<file path="src/rtl/uart_rx_pkt_ctrl.sv">
// UART packet receiver: hunts for a 0xA5 header, collects LEN payload bytes plus an XOR checksum,
// then replays the verified payload on a valid/ready stream with sof/eof/len framing.
module uart_rx_pkt_ctrl #(
    parameter int MAX_LEN     = 16,
    parameter int TIMEOUT_CYC = 1_000_000
) (
    input  logic       clk,
    input  logic       rst,
    input  logic [7:0] rx_data_i,
    input  logic       rx_vld_i,
    output logic       rx_rdy_o,
    input  logic       rx_frame_error_i,
    output logic [7:0] pkt_data_o,
    output logic       pkt_vld_o,
    input  logic       pkt_rdy_i,
    output logic       pkt_sof_o,
    output logic       pkt_eof_o,
    output logic [4:0] pkt_len_o,
    output logic       err_o,
    output logic [1:0] err_code_o,
    output logic       busy_o
);

    localparam int TW = $clog2(TIMEOUT_CYC + 1);
    localparam logic [7:0] HEADER    = 8'hA5;
    localparam logic [7:0] MAX_LEN_B = 8'(MAX_LEN);
    localparam logic [TW-1:0] TIMER_LAST = TW'(TIMEOUT_CYC - 1);

    localparam logic [1:0] ERR_FRAME = 2'd0;
    localparam logic [1:0] ERR_LEN   = 2'd1;
    localparam logic [1:0] ERR_CSUM  = 2'd2;
    localparam logic [1:0] ERR_TOUT  = 2'd3;

    typedef enum logic [2:0] {
        S_HUNT,
        S_LEN,
        S_PAYLOAD,
        S_CSUM,
        S_OUT
    } state_t;

    state_t        state;
    logic [4:0]    len;
    logic [3:0]    wr_idx;
    logic [3:0]    rd_idx;
    logic [7:0]    csum;
    logic [TW-1:0] timer;
    logic          fe_q;
    logic [7:0]    buffer [16];

    logic       accept;
    logic       in_frame;
    logic       fe_edge;
    logic       timeout;
    logic       xfer;
    logic [3:0] rd_next;

    assign in_frame = (state == S_LEN) || (state == S_PAYLOAD) || (state == S_CSUM);
    assign accept   = rx_vld_i && (state != S_OUT);
    assign fe_edge  = rx_frame_error_i && !fe_q;
    assign timeout  = (timer == TIMER_LAST);
    assign xfer     = pkt_vld_o && pkt_rdy_i;
    assign rd_next  = rd_idx + 4'd1;

    // Ready drops with rst so nothing is accepted before the state register is known.
    assign rx_rdy_o = !rst && (state != S_OUT);
    assign busy_o   = !rst && (state != S_HUNT);

    always_ff @(posedge clk) begin
        if (state == S_PAYLOAD && accept) begin
            buffer[wr_idx] <= rx_data_i;
        end
    end

    always_ff @(posedge clk) begin
        if (rst) begin
            state      <= S_HUNT;
            len        <= '0;
            wr_idx     <= '0;
            rd_idx     <= '0;
            csum       <= '0;
            timer      <= '0;
            fe_q       <= 1'b0;
            pkt_data_o <= '0;
            pkt_vld_o  <= 1'b0;
            pkt_sof_o  <= 1'b0;
            pkt_eof_o  <= 1'b0;
            pkt_len_o  <= '0;
            err_o      <= 1'b0;
            err_code_o <= '0;
        end else begin
            fe_q  <= rx_frame_error_i;
            err_o <= 1'b0;
            // Frame-error edge beats a same-cycle byte; a same-cycle byte beats the timeout.
            if (in_frame && fe_edge) begin
                state      <= S_HUNT;
                timer      <= '0;
                err_o      <= 1'b1;
                err_code_o <= ERR_FRAME;
            end else if (in_frame && !accept && timeout) begin
                state      <= S_HUNT;
                timer      <= '0;
                err_o      <= 1'b1;
                err_code_o <= ERR_TOUT;
            end else begin
                case (state)
                    S_HUNT: begin
                        timer <= '0;
                        if (accept && rx_data_i == HEADER) begin
                            state <= S_LEN;
                        end
                    end
                    S_LEN: begin
                        if (accept) begin
                            timer <= '0;
                            if (rx_data_i == 8'd0 || rx_data_i > MAX_LEN_B) begin
                                state      <= S_HUNT;
                                err_o      <= 1'b1;
                                err_code_o <= ERR_LEN;
                            end else begin
                                len    <= rx_data_i[4:0];
                                csum   <= rx_data_i;
                                wr_idx <= '0;
                                state  <= S_PAYLOAD;
                            end
                        end else begin
                            timer <= timer + 1'b1;
                        end
                    end
                    S_PAYLOAD: begin
                        if (accept) begin
                            timer  <= '0;
                            csum   <= csum ^ rx_data_i;
                            wr_idx <= wr_idx + 4'd1;
                            if ({1'b0, wr_idx} == len - 5'd1) begin
                                state <= S_CSUM;
                            end
                        end else begin
                            timer <= timer + 1'b1;
                        end
                    end
                    S_CSUM: begin
                        if (accept) begin
                            timer <= '0;
                            if (rx_data_i == csum) begin
                                state      <= S_OUT;
                                rd_idx     <= '0;
                                pkt_vld_o  <= 1'b1;
                                pkt_data_o <= buffer[0];
                                pkt_sof_o  <= 1'b1;
                                pkt_eof_o  <= (len == 5'd1);
                                pkt_len_o  <= len;
                            end else begin
                                state      <= S_HUNT;
                                err_o      <= 1'b1;
                                err_code_o <= ERR_CSUM;
                            end
                        end else begin
                            timer <= timer + 1'b1;
                        end
                    end
                    S_OUT: begin
                        timer <= '0;
                        if (xfer) begin
                            if (pkt_eof_o) begin
                                state     <= S_HUNT;
                                pkt_vld_o <= 1'b0;
                                pkt_sof_o <= 1'b0;
                                pkt_eof_o <= 1'b0;
                            end else begin
                                rd_idx     <= rd_next;
                                pkt_data_o <= buffer[rd_next];
                                pkt_sof_o  <= 1'b0;
                                pkt_eof_o  <= ({1'b0, rd_next} == pkt_len_o - 5'd1);
                            end
                        end
                    end
                    default: begin
                        state <= S_HUNT;
                    end
                endcase
            end
        end
    end

endmodule

</file>
<file path="config.mk">
export PLATFORM = sky130hd
export DESIGN_NAME = uart_rx_pkt_ctrl
export DESIGN_NICKNAME = d
export VERILOG_FILES = /design/src/rtl/uart_rx_pkt_ctrl.sv
export SDC_FILE = /design/constraint.sdc
export NUM_CORES = 1
export LEC_CHECK = 0
export CORE_ASPECT_RATIO = 1.1
export CORE_MARGIN = 1.5
export CORE_UTILIZATION = 27
export DETAILED_ROUTE_END_ITERATION = 8
export PLACE_DENSITY = 0.41
export SLEW_MARGIN = 10
export SYNTH_ARGS = -nofsm -noshare
export SYNTH_HDL_FRONTEND = slang
export SYNTH_SLANG_ARGS = --single-unit
</file>
<file path="constraint.sdc">
create_clock -name clk -period 3.2 [get_ports clk]
set_clock_uncertainty 0.15 [all_clocks]
set_input_delay 0.64 -clock clk [delete_from_list [all_inputs] [get_ports clk]]
set_output_delay 0.64 -clock clk [all_outputs]
set_load 0.01 [all_outputs]
</file>
==> flow_results.xml <==
<?xml version="1.0" encoding="UTF-8"?>
<metrics>
  <group name="placement">
    <metric name="dp_hpwl" unit="µm">16500</metric>
    <metric name="placed_cells" unit="">1182</metric>
    <metric name="post_dp_area" unit="µm²">9880</metric>
    <metric name="numPortBuffers" unit="">33</metric>
    <metric name="dpl_worst_slack" unit="ps">-86.1</metric>
    <metric name="gp_congestion" unit="">0.763</metric>
  </group>
  <group name="cells_and_area">
    <metric name="areaGrowthSynthToFinish" unit="%">21.0</metric>
    <metric name="final_common_cell" unit="">sky130_fd_sc_hd__edfxtp_1</metric>
    <metric name="num-nets-final" unit="">803</metric>
    <metric name="layout-drive-gt1-share" unit="%">19.5</metric>
    <metric name="post_layout_nonfiller_instances" unit="">1214</metric>
    <metric name="final_area" unit="µm²">10500</metric>
    <metric name="layout_common_cells" unit="">sky130_fd_sc_hd__edfxtp_1, sky130_fd_sc_hd__nand2_1, sky130_fd_sc_hd__buf_4, sky130_fd_sc_hd__dfxtp_1, sky130_fd_sc_hd__nor2_1</metric>
    <metric name="antennaDiodeCount" unit="">0</metric>
    <metric name="postLayoutCoreUtil" unit="%">33.3</metric>
    <metric name="nFillCells" unit="">3131</metric>
  </group>
  <group name="global_routing">
    <metric name="global_route.usage.total" unit="%">14.6</metric>
    <metric name="grt.met1_usage" unit="%">16.6</metric>
    <metric name="antenna_violations_before_repair" unit="">0</metric>
    <metric name="groute.layer.met3.usage" unit="%">2.75</metric>
    <metric name="most_used_routing_layer_in_global_routing" unit="">met2</metric>
    <metric name="grt_pass1_vias" unit="">6145</metric>
    <metric name="gr-total-overflow" unit="">0</metric>
    <metric name="grt.met2_usage" unit="%">27.3</metric>
    <metric name="grt_first_pass_wirelength" unit="µm">36100</metric>
    <metric name="grt_max_degree" unit="">37</metric>
  </group>
  <group name="cts">
    <metric name="cts_tree" unit="">built</metric>
    <metric name="cts_sinks" unit="">192</metric>
    <metric name="cts_resized" unit="">0</metric>
    <metric name="tritoncts.num_buffers" unit="">17</metric>
    <metric name="path_clk_slew" unit="ps">70</metric>
    <metric name="postCtsHoldBufs" unit="">0</metric>
    <metric name="root_buffer" unit="">sky130_fd_sc_hd__clkbuf_16</metric>
    <metric name="cts.repair_timing.setup_buffer_count" unit="">0</metric>
    <metric name="clock_tree.buffer_depth" unit="">2</metric>
    <metric name="htree_num_levels" unit="">4</metric>
    <metric name="worstSkewPairLatency" unit="ps">440</metric>
  </group>
  <group name="sta">
    <metric name="timing.fmax" unit="MHz">338</metric>
    <metric name="finalSetupViolations" unit="">0</metric>
    <metric name="tns" unit="ps">0</metric>
    <metric name="minimum_setup_slack_in_the_final_design" unit="ps">241</metric>
    <metric name="relSlewSlack" unit="%">48.6</metric>
    <metric name="report.final.slew_viol_count" unit="">0</metric>
    <metric name="tightest_slew" unit="ps">766</metric>
    <metric name="final_min_period_over_clock_period" unit="%">92.5</metric>
    <metric name="rsz0062_at_grt" unit="">false</metric>
    <metric name="period_minus_slack" unit="ps">2960</metric>
    <metric name="timing_hold_violations_final" unit="">0</metric>
    <metric name="finalHoldWorstSlack" unit="ps">305</metric>
  </group>
  <group name="critical_path">
    <metric name="worstPathRequired" unit="ps">2410</metric>
    <metric name="critical_path.reg2reg.startpoint" unit="">timer[0]</metric>
    <metric name="cp_arrival" unit="ps">2170</metric>
    <metric name="crit_path_end_kind" unit="">primary output</metric>
    <metric name="ff2ff_path_depth" unit="">8</metric>
    <metric name="r2r_setup_slack" unit="ps">550</metric>
    <metric name="critical_path.startpoint_type" unit="">flop</metric>
    <metric name="timing.setup.critical_path_class" unit="">flop to primary output</metric>
    <metric name="path_max_fanout" unit="">11</metric>
    <metric name="endpoint_of_the_worst_register_to_register_path" unit="">pkt_data_o[1]</metric>
  </group>
  <group name="power_and_ir_drop">
    <metric name="ir_drop" unit="mV">0.286</metric>
    <metric name="p_per_area" unit="nW/µm²">471</metric>
    <metric name="totalPowerFinal" unit="mW">4.93</metric>
    <metric name="p_leak" unit="nW">3.37</metric>
  </group>
  <group name="synthesis">
    <metric name="ys_seq_elements" unit="">192</metric>
    <metric name="dominant_combinational_cell_family_by_area_after_synthesis" unit="">simple AND/OR/NAND/NOR gates</metric>
    <metric name="yosys.area_share.simple" unit="%">15.6</metric>
    <metric name="mux_contribution_to_synthesized_area" unit="%">9.99</metric>
    <metric name="syn-instance-count" unit="">700</metric>
    <metric name="synth_async_sr_flop_share" unit="%">0</metric>
    <metric name="synth-xor-area-share" unit="%">2.33</metric>
    <metric name="synthFlopType" unit="">sky130_fd_sc_hd__edfxtp_1</metric>
    <metric name="ys.warnings.count" unit="">0</metric>
    <metric name="syn-cell-area" unit="µm²">8650</metric>
    <metric name="compound_gate_portion_of_the_synthesized_area" unit="%">8.83</metric>
    <metric name="synth_cell_types" unit="">64</metric>
    <metric name="synth.yosys.seq_area_share" unit="%">59.2</metric>
    <metric name="post_synthesis_adder_cell_area_fraction" unit="%">1.30</metric>
    <metric name="number_of_flops_mapped_to_enable_cells_by_yosys" unit="">128</metric>
    <metric name="avgSynthCellArea" unit="µm²">12.4</metric>
    <metric name="synthesis.nets" unit="">722</metric>
  </group>
  <group name="min_path">
    <metric name="hold-path-endpoint" unit="">timer[19]</metric>
    <metric name="hold-path-cell-count" unit="">1</metric>
    <metric name="worst_hold_startpoint" unit="">timer[19]</metric>
    <metric name="min_path_type" unit="">flop to flop</metric>
  </group>
  <group name="drt">
    <metric name="wire_per_inst" unit="µm">19.2</metric>
    <metric name="detail_route.iter0.violations" unit="">359</metric>
    <metric name="remaining_drc_errors" unit="">0</metric>
    <metric name="viasPerCell" unit="">4.85</metric>
    <metric name="routed_wl" unit="µm">23300</metric>
    <metric name="first_pass_drt_iterations" unit="">4</metric>
    <metric name="routed-via-count" unit="">5885</metric>
    <metric name="route.antenna.remaining_nets" unit="">0</metric>
  </group>
  <group name="floorplan">
    <metric name="die_x" unit="µm">174</metric>
    <metric name="effective_utilization_at_floorplan" unit="%">27.5</metric>
    <metric name="coreArea" unit="µm²">31500</metric>
    <metric name="die_h" unit="µm">191</metric>
    <metric name="die-area" unit="µm²">33100</metric>
    <metric name="floorplan.rows" unit="">68</metric>
    <metric name="io-pin-count" unit="">34</metric>
  </group>
  <group name="run_status">
    <metric name="status" unit="">complete, no violations</metric>
  </group>
  <group name="flow_run">
    <metric name="cap_viol_max_count" unit="">0</metric>
  </group>
</metrics>
-- logic make-up after synthesis --
kind of cell    Yosys count
compound gates          117
xor+xnor                 23
fa+ha+maj                 9
buf+inv                  57
flops                   192
mux                      45
simple gates            257
-- state kept, by name, indices dropped and copies added, names as in the netlist --
register    cells
fe_q            1
wr_idx          4
timer          20
buffer        128
pkt_data_o      8
pkt_vld_o       1
csum            8
pkt_sof_o       1
rd_idx          4
state           3
err_code_o      2
len             5
err_o           1
pkt_len_o       5
pkt_eof_o       1
-- synth_stat cells, types with 13 or more instances --
library cell,count,area share [%]
sky130_fd_sc_hd__inv_1,19,0.82
sky130_fd_sc_hd__nand2_1,70,3.0
sky130_fd_sc_hd__xnor2_1,15,1.5
sky130_fd_sc_hd__nor2_1,62,2.7
sky130_fd_sc_hd__a21oi_1,51,2.9
sky130_fd_sc_hd__nor3_1,18,1.0
sky130_fd_sc_hd__o21ai_0,18,1.0
sky130_fd_sc_hd__clkbuf_1,25,1.1
sky130_fd_sc_hd__nand3_1,26,1.5
sky130_fd_sc_hd__mux4_2,33,8.6
sky130_fd_sc_hd__edfxtp_1,128,44
sky130_fd_sc_hd__a31oi_1,13,0.94
sky130_fd_sc_hd__dfxtp_1,64,15
-- power by group --
group	internal [mW]	switching, mW
logic	0.0402	0.0751
clock network	1.23	0.943
registers	2.64	0.000664
-- worst max-delay path by stage --
stage,from,endpoint,slack [ps],cells after the start
global route,state[2],rx_rdy_o,100,5
detailed placement,rx_data_i[2],wr_idx[3],-90,7
finish,state[2],rx_rdy_o,240,5
global placement,rx_data_i[0],pkt_data_o[7],-100,10
floorplan,rx_data_i[0],wr_idx[3],630,6
CTS,state[2],rx_rdy_o,230,5
-- area by class of cell --
type	count	area [µm²]	area share [%]
sequential	192	5130	49.0
multi-input combinational	451	3300	31.5
timing repair buffer	100	853	8.15
tap	420	526	5.02
clock buffer	19	433	4.14
clock inverter	13	160	1.53
inverter	19	71.3	0.681
-- routing by layer --
metal  share of wire (%)  vias to the layer above
li1                    -                     2806
met1                  41                     2949
met2                  53                      109
met3                 3.5                       21
met4                 1.9                        0
met5                   0                        -
-- worst max-delay path, cell delays in order (launching register included) --
cell and delay (ps):
sky130_fd_sc_hd__dfxtp_1 550, sky130_fd_sc_hd__buf_4 240, sky130_fd_sc_hd__nor3b_1 200, sky130_fd_sc_hd__buf_4 190, sky130_fd_sc_hd__nor2_1 60, sky130_fd_sc_hd__clkdlybuf4s50_1 480
Power figures use the tool's default switching activity.
